`config.mk`:
```
export PLATFORM = sky130hd
export DESIGN_NAME = sb_tx_arbiter
export DESIGN_NICKNAME = d
export VERILOG_FILES = /design/src/rtl/sb_tx_arbiter.sv
export SDC_FILE = /design/constraint.sdc
export NUM_CORES = 1
export LEC_CHECK = 0
export CORE_AREA = 2 2 199 201
export CTS_CLUSTER_SIZE = 8
export DETAILED_ROUTE_END_ITERATION = 10
export DIE_AREA = 0 0 201 203
export GPL_ROUTABILITY_DRIVEN = 1
export PLACE_DENSITY_LB_ADDON = 0.25
export SYNTH_ARGS = -nofsm -noshare
export SYNTH_HDL_FRONTEND = slang
export SYNTH_SLANG_ARGS = --single-unit
```
`constraint.sdc`:
```
create_clock -name clk_100MHz -period 5.1 [get_ports clk_100MHz]
set_input_delay 1.02 -clock clk_100MHz [delete_from_list [all_inputs] [get_ports clk_100MHz]]
set_output_delay 1.02 -clock clk_100MHz [all_outputs]
set_load 0.1 [all_outputs]
```
`src/rtl/sb_tx_arbiter.sv`:
```
// Round-robin arbiter sharing the sideband TX message port among LTSM sub-state requesters.
// One message is issued per grant; a holdoff window follows each issue before re-arbitration.
module sb_tx_arbiter #(
    parameter int NUM_REQ = 4,
    parameter int MSG_W   = 32,
    parameter int HOLDOFF = 2,
    localparam int IDX_W  = (NUM_REQ > 1) ? $clog2(NUM_REQ) : 1
) (
    input  logic                     clk_100MHz,
    input  logic                     reset,
    input  logic                     enable_i,
    input  logic [NUM_REQ-1:0]       req_valid_i,
    input  logic [NUM_REQ*MSG_W-1:0] req_msg_i,
    input  logic [NUM_REQ*64-1:0]    req_data_i,
    output logic [NUM_REQ-1:0]       req_ack_o,
    output logic [MSG_W-1:0]         SB_TX_msg_o,
    output logic [63:0]              SB_TX_dataBus_o,
    output logic                     SB_TX_msg_valid_o,
    input  logic                     SB_TX_msg_sendNextFlag_i,
    output logic                     busy_o,
    output logic [IDX_W-1:0]         grant_idx_o,
    output logic [15:0]              issued_cnt_o
);

    localparam logic [1:0] ST_IDLE  = 2'd0;
    localparam logic [1:0] ST_GRANT = 2'd1;
    localparam logic [1:0] ST_HOLD  = 2'd2;

    localparam int              HC_W      = (HOLDOFF > 1) ? $clog2(HOLDOFF) : 1;
    localparam logic [HC_W-1:0] HOLD_LAST = HC_W'(HOLDOFF - 1);

    logic [1:0]         state_r;
    logic [IDX_W-1:0]   rr_ptr_r;
    logic [IDX_W-1:0]   grant_idx_r;
    logic [HC_W-1:0]    hold_cnt_r;
    logic [15:0]        issued_cnt_r;
    logic [NUM_REQ-1:0] ack_r;
    logic               valid_r;
    logic               busy_r;
    logic [MSG_W-1:0]   msg_r;
    logic [63:0]        data_r;

    logic [IDX_W-1:0]   pick_idx_s;
    logic [IDX_W-1:0]   next_ptr_s;
    logic [NUM_REQ-1:0] grant_onehot_s;
    logic               grant_req_s;

    // First requester at or after ptr, wrapping; returns ptr when nothing is pending.
    function automatic logic [IDX_W-1:0] rr_pick(input logic [NUM_REQ-1:0] req,
                                                 input logic [IDX_W-1:0]   ptr);
        logic [IDX_W-1:0] sel;
        logic             found;
        int               idx;
        sel   = ptr;
        found = 1'b0;
        for (int off = 0; off < NUM_REQ; off++) begin
            idx = int'(ptr) + off;
            idx = (idx >= NUM_REQ) ? (idx - NUM_REQ) : idx;
            if (!found && req[idx]) begin
                sel   = IDX_W'(idx);
                found = 1'b1;
            end else begin
                found = found;
            end
        end
        return sel;
    endfunction

    // Arbitration decode: winner search, pointer successor and one-hot ack of the current grant.
    always_comb begin
        pick_idx_s     = rr_pick(req_valid_i, rr_ptr_r);
        grant_req_s    = req_valid_i[grant_idx_r];
        grant_onehot_s = '0;
        for (int i = 0; i < NUM_REQ; i++) begin
            grant_onehot_s[i] = (grant_idx_r == IDX_W'(i));
        end
        if (int'(grant_idx_r) == NUM_REQ - 1) begin
            next_ptr_s = '0;
        end else begin
            next_ptr_s = grant_idx_r + IDX_W'(1);
        end
    end

    // Control FSM and registered output stage; strobes default low every cycle.
    always_ff @(posedge clk_100MHz) begin
        if (reset) begin
            state_r      <= ST_IDLE;
            rr_ptr_r     <= '0;
            grant_idx_r  <= '0;
            hold_cnt_r   <= '0;
            issued_cnt_r <= 16'd0;
            ack_r        <= '0;
            valid_r      <= 1'b0;
            busy_r       <= 1'b0;
            msg_r        <= '0;
            data_r       <= 64'd0;
        end else begin
            valid_r <= 1'b0;
            ack_r   <= '0;
            case (state_r)
                ST_IDLE: begin
                    if (enable_i && (|req_valid_i)) begin
                        grant_idx_r <= pick_idx_s;
                        state_r     <= ST_GRANT;
                        busy_r      <= 1'b1;
                    end else begin
                        state_r <= ST_IDLE;
                        busy_r  <= 1'b0;
                    end
                end
                ST_GRANT: begin
                    if (!grant_req_s) begin
                        // Requester withdrew: drop the grant without touching the pointer.
                        state_r <= ST_IDLE;
                        busy_r  <= 1'b0;
                    end else if (SB_TX_msg_sendNextFlag_i) begin
                        valid_r      <= 1'b1;
                        ack_r        <= grant_onehot_s;
                        msg_r        <= req_msg_i[int'(grant_idx_r)*MSG_W +: MSG_W];
                        data_r       <= req_data_i[int'(grant_idx_r)*64 +: 64];
                        rr_ptr_r     <= next_ptr_s;
                        issued_cnt_r <= issued_cnt_r + 16'd1;
                        hold_cnt_r   <= '0;
                        state_r      <= ST_HOLD;
                        busy_r       <= 1'b1;
                    end else begin
                        state_r <= ST_GRANT;
                        busy_r  <= 1'b1;
                    end
                end
                ST_HOLD: begin
                    if (hold_cnt_r == HOLD_LAST) begin
                        state_r <= ST_IDLE;
                        busy_r  <= 1'b0;
                    end else begin
                        hold_cnt_r <= hold_cnt_r + HC_W'(1);
                        busy_r     <= 1'b1;
                    end
                end
                default: begin
                    state_r <= ST_IDLE;
                    busy_r  <= 1'b0;
                end
            endcase
        end
    end

    assign req_ack_o         = ack_r;
    assign SB_TX_msg_o       = msg_r;
    assign SB_TX_dataBus_o   = data_r;
    assign SB_TX_msg_valid_o = valid_r;
    assign busy_o            = busy_r;
    assign grant_idx_o       = grant_idx_r;
    assign issued_cnt_o      = issued_cnt_r;

endmodule

```
==> reports/results.ini, run 1 <==
[die]
core_mm2 = 0.03847
die_w_um = 201
start_util_pct = 17.95
boundaryPins = 512
dieArea_mm2 = 0.04080
die_y_um = 203
rows = 72

[routing]
vias_per_cell = 4.281
drtIter0Drc = 262
avgRoutedWirePerCell_um = 17.67
via_count = 7252
wl_met1_um = 12330
wl_met3_um = 2149
routed-wl-met2_um = 15080
wl_um = 29930
firstDrtPassIters = 4
highest_layer = met4
drcViolationCount = 0
ant_nets = 0

[timing]
worstMarginPinSlew_ns = 1.094
final_max_slew_viol_count = 0
max_freq_mhz = 281.4
finalWorstSetupSlack_ns = 1.547
hold_viol_final = 0
fin_crit_ns = 3.553
setup_tns_ns = 0
holdWs_ns = 0.4524
rsz0062_at_grt = no
setup_viol = 0
timing.slew.headroom_pct = 26.82
final.setup_skew_ns = 0.01263
min_period_over_period_pct = 69.67

[pwr]
leakage_nw = 4.245
internal_power_mw = 2.203
switchingPower_mw = 0.8359
vdd_drop_max_mv = 0.1947
pwr-share-seq_pct = 33.7
clkPwrFrac_pct = 41.2
pwr-share-comb_pct = 25.1
power_density_mw_per_mm2 = 233.2
swShare_pct = 27.50
power_mw = 3.039

[clock_tree]
h-tree-depth = 4
cts_made_buffers = 17
postCtsSetupRepairBufs = 0
cts_resized = 0
clock_latency_ns = 0.41
cts_tree = yes
cts.sinks = 125
clkTransAtPathRegs_ns = 0.06
clock_path_buffers = 2
cts_root_buf = clkbuf_16
hold_buffers = 0

[placement]
placed_area_mm2 = 0.01244
hpwl_um = 23380
dpl_worst_slack_ns = 1.450
dp_cells = 1663
portBuffers = 511
routabilityCongestion = 0.8248

[critical_path]
start_kind = flop
critPathKind = reg2out
slowest_stage = clkdlybuf4s50_1
cp_data_required_time_ns = 4.08
worstReg2RegStart = grant_idx_o[1]
crit_family = buffers and inverters
cp_slowest_stage_delay_ns = 1.27
r2r_slack_ns = 2.11
cp.arrival_ns = 2.53
crit_path_end_kind = primary output
path_max_fanout = 50
cp-startpoint = grant_idx_o[1]
critPathBufInv = 1
cp_cell_sequence = clkdlybuf4s50_1

[logic_synthesis]
syn-num-nets = 1080
syn_area_mm2 = 0.006905
synth_flop_cell = dfxtp_1
async_reset_ff_share_pct = 0
syn_avg_cell_area_um2 = 10.11
yosysSeqAreaShare_pct = 36.24
yosys_warnings = 0
ys_ff_latch = 125
ys_types = 38
synth_edf_count = 0
synthCells = 683

[grt]
first_global_vias = 7452
grt.overflow.total = 0
grt_max_degree = 76
grt_util_all_layers_pct = 14.32
antenna_found_initial = 0
grt_pass1_wl_um = 45080

[final_layout]
nFillCells = 3980
drive_gt1_share_pct = 12.34
num-nets-final = 1561
layout.cells.non_filler = 1694
fin_util_pct = 33.88
stdcell_area_mm2 = 0.01303
areaGrowthSynthToFinish_pct = 88.71

[run]
maxCapViolCount = 0

[hold_path]
hold_path_startpoint = SB_TX_msg_o[7]
hold_path.class = reg2reg

[status]
status = complete, no violations

cells by family (layout without fill, tap and decap cells):
logic type / Yosys count / after routing / synth area share [%]
adders and majority gates: 5 / 5 / 0.9060
DFF: 125 / 125 / 36.24
xor gates and xnor gates: 8 / 8 / 1.015
AOI/OAI and AO/OA: 126 / 126 / 9.621
muxes: 98 / 98 / 31.80
and+or+nand+nor: 253 / 253 / 15.33
other: 0 / 1 / 0
buffers and inverters: 68 / 560 / 5.092
power groups by stage:
stage	registers, mW	clock network, mW	logic, mW
after floorplan	1.19	0	0.228
after global placement	1.05	0	0.769
after detailed placement	1.05	0	0.772
after CTS	1.02	1.31	0.775
after global routing	1.03	1.35	0.807
final	1.02	1.25	0.763
final cells by class:
class                           instances  area [um2]  share of cell area, %
Timing Repair Buffer                  522        5195                  39.87
Sequential cell                       125        2510                  19.26
Multi-Input combinational cell        490        4059                  31.15
Clock buffer                           18       439.2                  3.370
Inverter                                8       30.03                 0.2304
Tap cell                              518       648.1                  4.974
Antenna cell                            1       2.502                0.01920
Clock inverter                         12       147.6                  1.133
synth_stat cells (all sizes together), types with 2 or more instances:
library cell    n  share of area, %
a21oi         111               8.0
a221oi          2              0.25
a31oi           2              0.18
and2            6              0.54
and3            3              0.27
and4            3              0.38
buf            33               3.2
clkbuf         27               1.5
dfxtp         125                36
ha              5              0.91
inv             8              0.43
mux4           97                32
nand2         203                11
nand2b          2              0.18
nand3           6              0.43
nand4           5              0.45
nor2           11              0.60
nor2b           2              0.18
nor3b           2              0.22
o21ai           3              0.22
o31ai           3              0.33
or3             4              0.36
or4             3              0.33
xnor2           2              0.25
xor2            6              0.76
cell usage in the layout, fill, tap and decap left out, types with 4 or more instances in the layout:
cell type and count:
clkdlybuf4s50_1 510, nand4_1 5, nand2_1 202, a21oi_1 111, nor2_1 11, xor2_1 6
mux4_2 97, clkbuf_16 17, inv_1 8, and2_1 5, nand3_1 6, clkinv_2 5
dfxtp_1 123, ha_1 5, buf_4 12, or3_1 4
flip-flops by register name (all words and copies together), names as in the netlist, 2 cells and up:
signal	cells
SB_TX_dataBus_o	64
SB_TX_msg_o	32
grant_idx_o	2
issued_cnt_o	16
req_ack_o	4
rr_ptr_r	2
state_r	2
routing by layer:
metal | GRT usage [%] | vias up
met5 | 0 | -
met4 | 3.333 | 0
met3 | 4.013 | 23
met2 | 25.23 | 274
met1 | 17.24 | 3502
li1 | - | 3453
worst paths after layout:
| path | to | cells after the start |
|---|---|---|
| worst max-delay path | grant_idx_o[1] | 1 |
| worst min-delay path | SB_TX_msg_o[7] | 2 |
| worst max register to register | SB_TX_msg_o[24] | 5 |
| worst min register to register | SB_TX_msg_o[7] | 2 |
No activity file was read; power rests on OpenSTA's default activity.
==> run 2: changes to the inputs <==
- clock period: 5.1 -> 3.5 ns (I/O delays scaled with it)
==> run 2 against run 1 <==
Compared with the run above:
- setup slack got worse by 0.69 ns
- highest routed layer unchanged
- global-route usage hardly changed
- clock-buffer cell count did not move
- cell count up 0.24%
- via count down 0.94%
- sequential cell count unchanged
- routed wire length down 0.42%
==> reports/results.ini, run 2 (same netlist as run 1, synthesis figures left out) <==
[timing]
worstMarginPinSlew_ns = 1.028
final.setup_skew_ns = 0.01700
final_max_slew_viol_count = 0
setup_tns_ns = 0
setup_viol = 0
hold_viol_final = 0
holdWs_ns = 0.4532
max_freq_mhz = 378.5
min_period_over_period_pct = 75.49
timing.slew.headroom_pct = 31.26
fin_crit_ns = 2.642
rsz0062_at_grt = no

[grt]
grt_max_degree = 66
grt_pass1_wl_um = 44890
grt.overflow.total = 0
antenna_found_initial = 0
first_global_vias = 7530
grt_util_all_layers_pct = 14.32

[die]
boundaryPins = 512
core_mm2 = 0.03847
die_w_um = 201
die_y_um = 203
start_util_pct = 17.95
rows = 72
dieArea_mm2 = 0.04080

[routing]
drcViolationCount = 0
ant_nets = 0
avgRoutedWirePerCell_um = 17.55
vias_per_cell = 4.231
wl_um = 29800
firstDrtPassIters = 4
drtIter0Drc = 255
via_count = 7184

[final_layout]
areaGrowthSynthToFinish_pct = 88.08
layout_commonest_cell = clkdlybuf4s50_1
num-nets-final = 1564
final_cell_mix = clkdlybuf4s50_1 (464), nand2_1 (202), dfxtp_1 (123), a21oi_1 (111), mux4_2 (97)
drive_gt1_share_pct = 16.61
diodes = 0
largest_reg_flops = 64

[critical_path]
cp-startpoint = SB_TX_dataBus_o[61]
cp_cell_sequence = clkdlybuf4s50_1
crit_path_end_kind = primary output
cp_data_required_time_ns = 2.80
cp.arrival_ns = 1.94
crit_family = buffers and inverters
worstReg2RegStart = grant_idx_o[0]
r2r_slack_ns = 1.28
slowest_stage = clkdlybuf4s50_1
critPathBufInv = 1
rr_endpoint = SB_TX_msg_o[25]
rr_worst_depth = 5
critPathKind = reg2out
cp_slowest_stage_delay_ns = 1.16
path_max_fanout = 2
start_kind = flop

[clock_tree]
h-tree-depth = 4
cts_made_buffers = 17
postCtsSetupRepairBufs = 0
hold_buffers = 0
cts_tree = yes
cts.sinks = 125
clock_path_buffers = 2
clkTransAtPathRegs_ns = 0.07
cts_root_buf = clkbuf_16
clock_latency_ns = 0.42
cts_resized = 0

[pwr]
leakage_nw = 4.370
vdd_drop_max_mv = 0.2843
power_density_mw_per_mm2 = 339.4

[placement]
routabilityCongestion = 0.8150
hpwl_um = 23690
portBuffers = 511

[hold_path]
hold_path.class = reg2reg
min_path_cells = 2
hold_path_startpoint = SB_TX_dataBus_o[57]
hold_path_end = SB_TX_dataBus_o[57]

[status]
status = complete, no violations

[run]
maxCapViolCount = 0

run 2: cell types whose count changed in the layout (fill, tap and decap cells not counted), sizes merged:
cell	previous run	this run
clkdlybuf4s50	510	464
clkinv	7	2
inv	8	17
bufinv	3	1
buf	12	61
diode	1	0
run 2: tightest hold or removal path, delay by kind of cell, from the launching register on:
family          cells  cell delay, ns
simple gates        1            0.05
flops               1            0.31
compound gates      1            0.05
run 2: final cells by class:
class / count / area (um2)
inverters: 8 / 30.03
multi-input cells: 490 / 4059
flip-flops and latches: 125 / 2510
repair buffers: 525 / 5152
fillers: 3942 / 25480
clock inverters: 14 / 148.9
well taps: 518 / 648.1
clock buffers: 18 / 439.2
run 2: worst max path at each step:
stage	cells past startpoint	slack (ns)	to
global placement	6	0.59	SB_TX_dataBus_o[21]
global route	1	0.77	SB_TX_msg_o[8]
finish	1	0.86	SB_TX_dataBus_o[61]
detailed placement	6	0.53	SB_TX_dataBus_o[14]
CTS	1	0.81	SB_TX_dataBus_o[61]
floorplan	9	0.81	SB_TX_dataBus_o[14]
run 2: power breakdown:
| part | leakage (nW) | switching, mW | internal, mW |
|---|---|---|---|
| registers | 1.01 | 0.0285 | 1.46 |
| logic | 3.07 | 0.492 | 0.628 |
| clock network | 0.285 | 0.776 | 1.03 |
run 2: per-stage QoR:
stage	cells	area, um2	total power [mW]	worst slack (ns)	utilization (%)
final	1698	12990	4.408	0.8580	33.76
after global routing	1698	12990	4.630	0.7716	33.76
after CTS	1698	12990	4.513	0.8111	33.76
after detailed placement	1666	12400	2.652	0.5300	32.23
after global placement	1666	12400	2.649	0.5947	32.23
after floorplan	683	6905	2.067	0.8058	-
run 2: layer usage:
metal	wire length [um]	vias to the layer above	global-route usage (%)	share of wire, %
met5	0	-	0	0
met4	570	0	4.365	1.9
met3	2001	29	3.852	6.7
met2	14810	258	24.78	50
met1	12420	3442	17.33	42
li1	-	3455	-	-
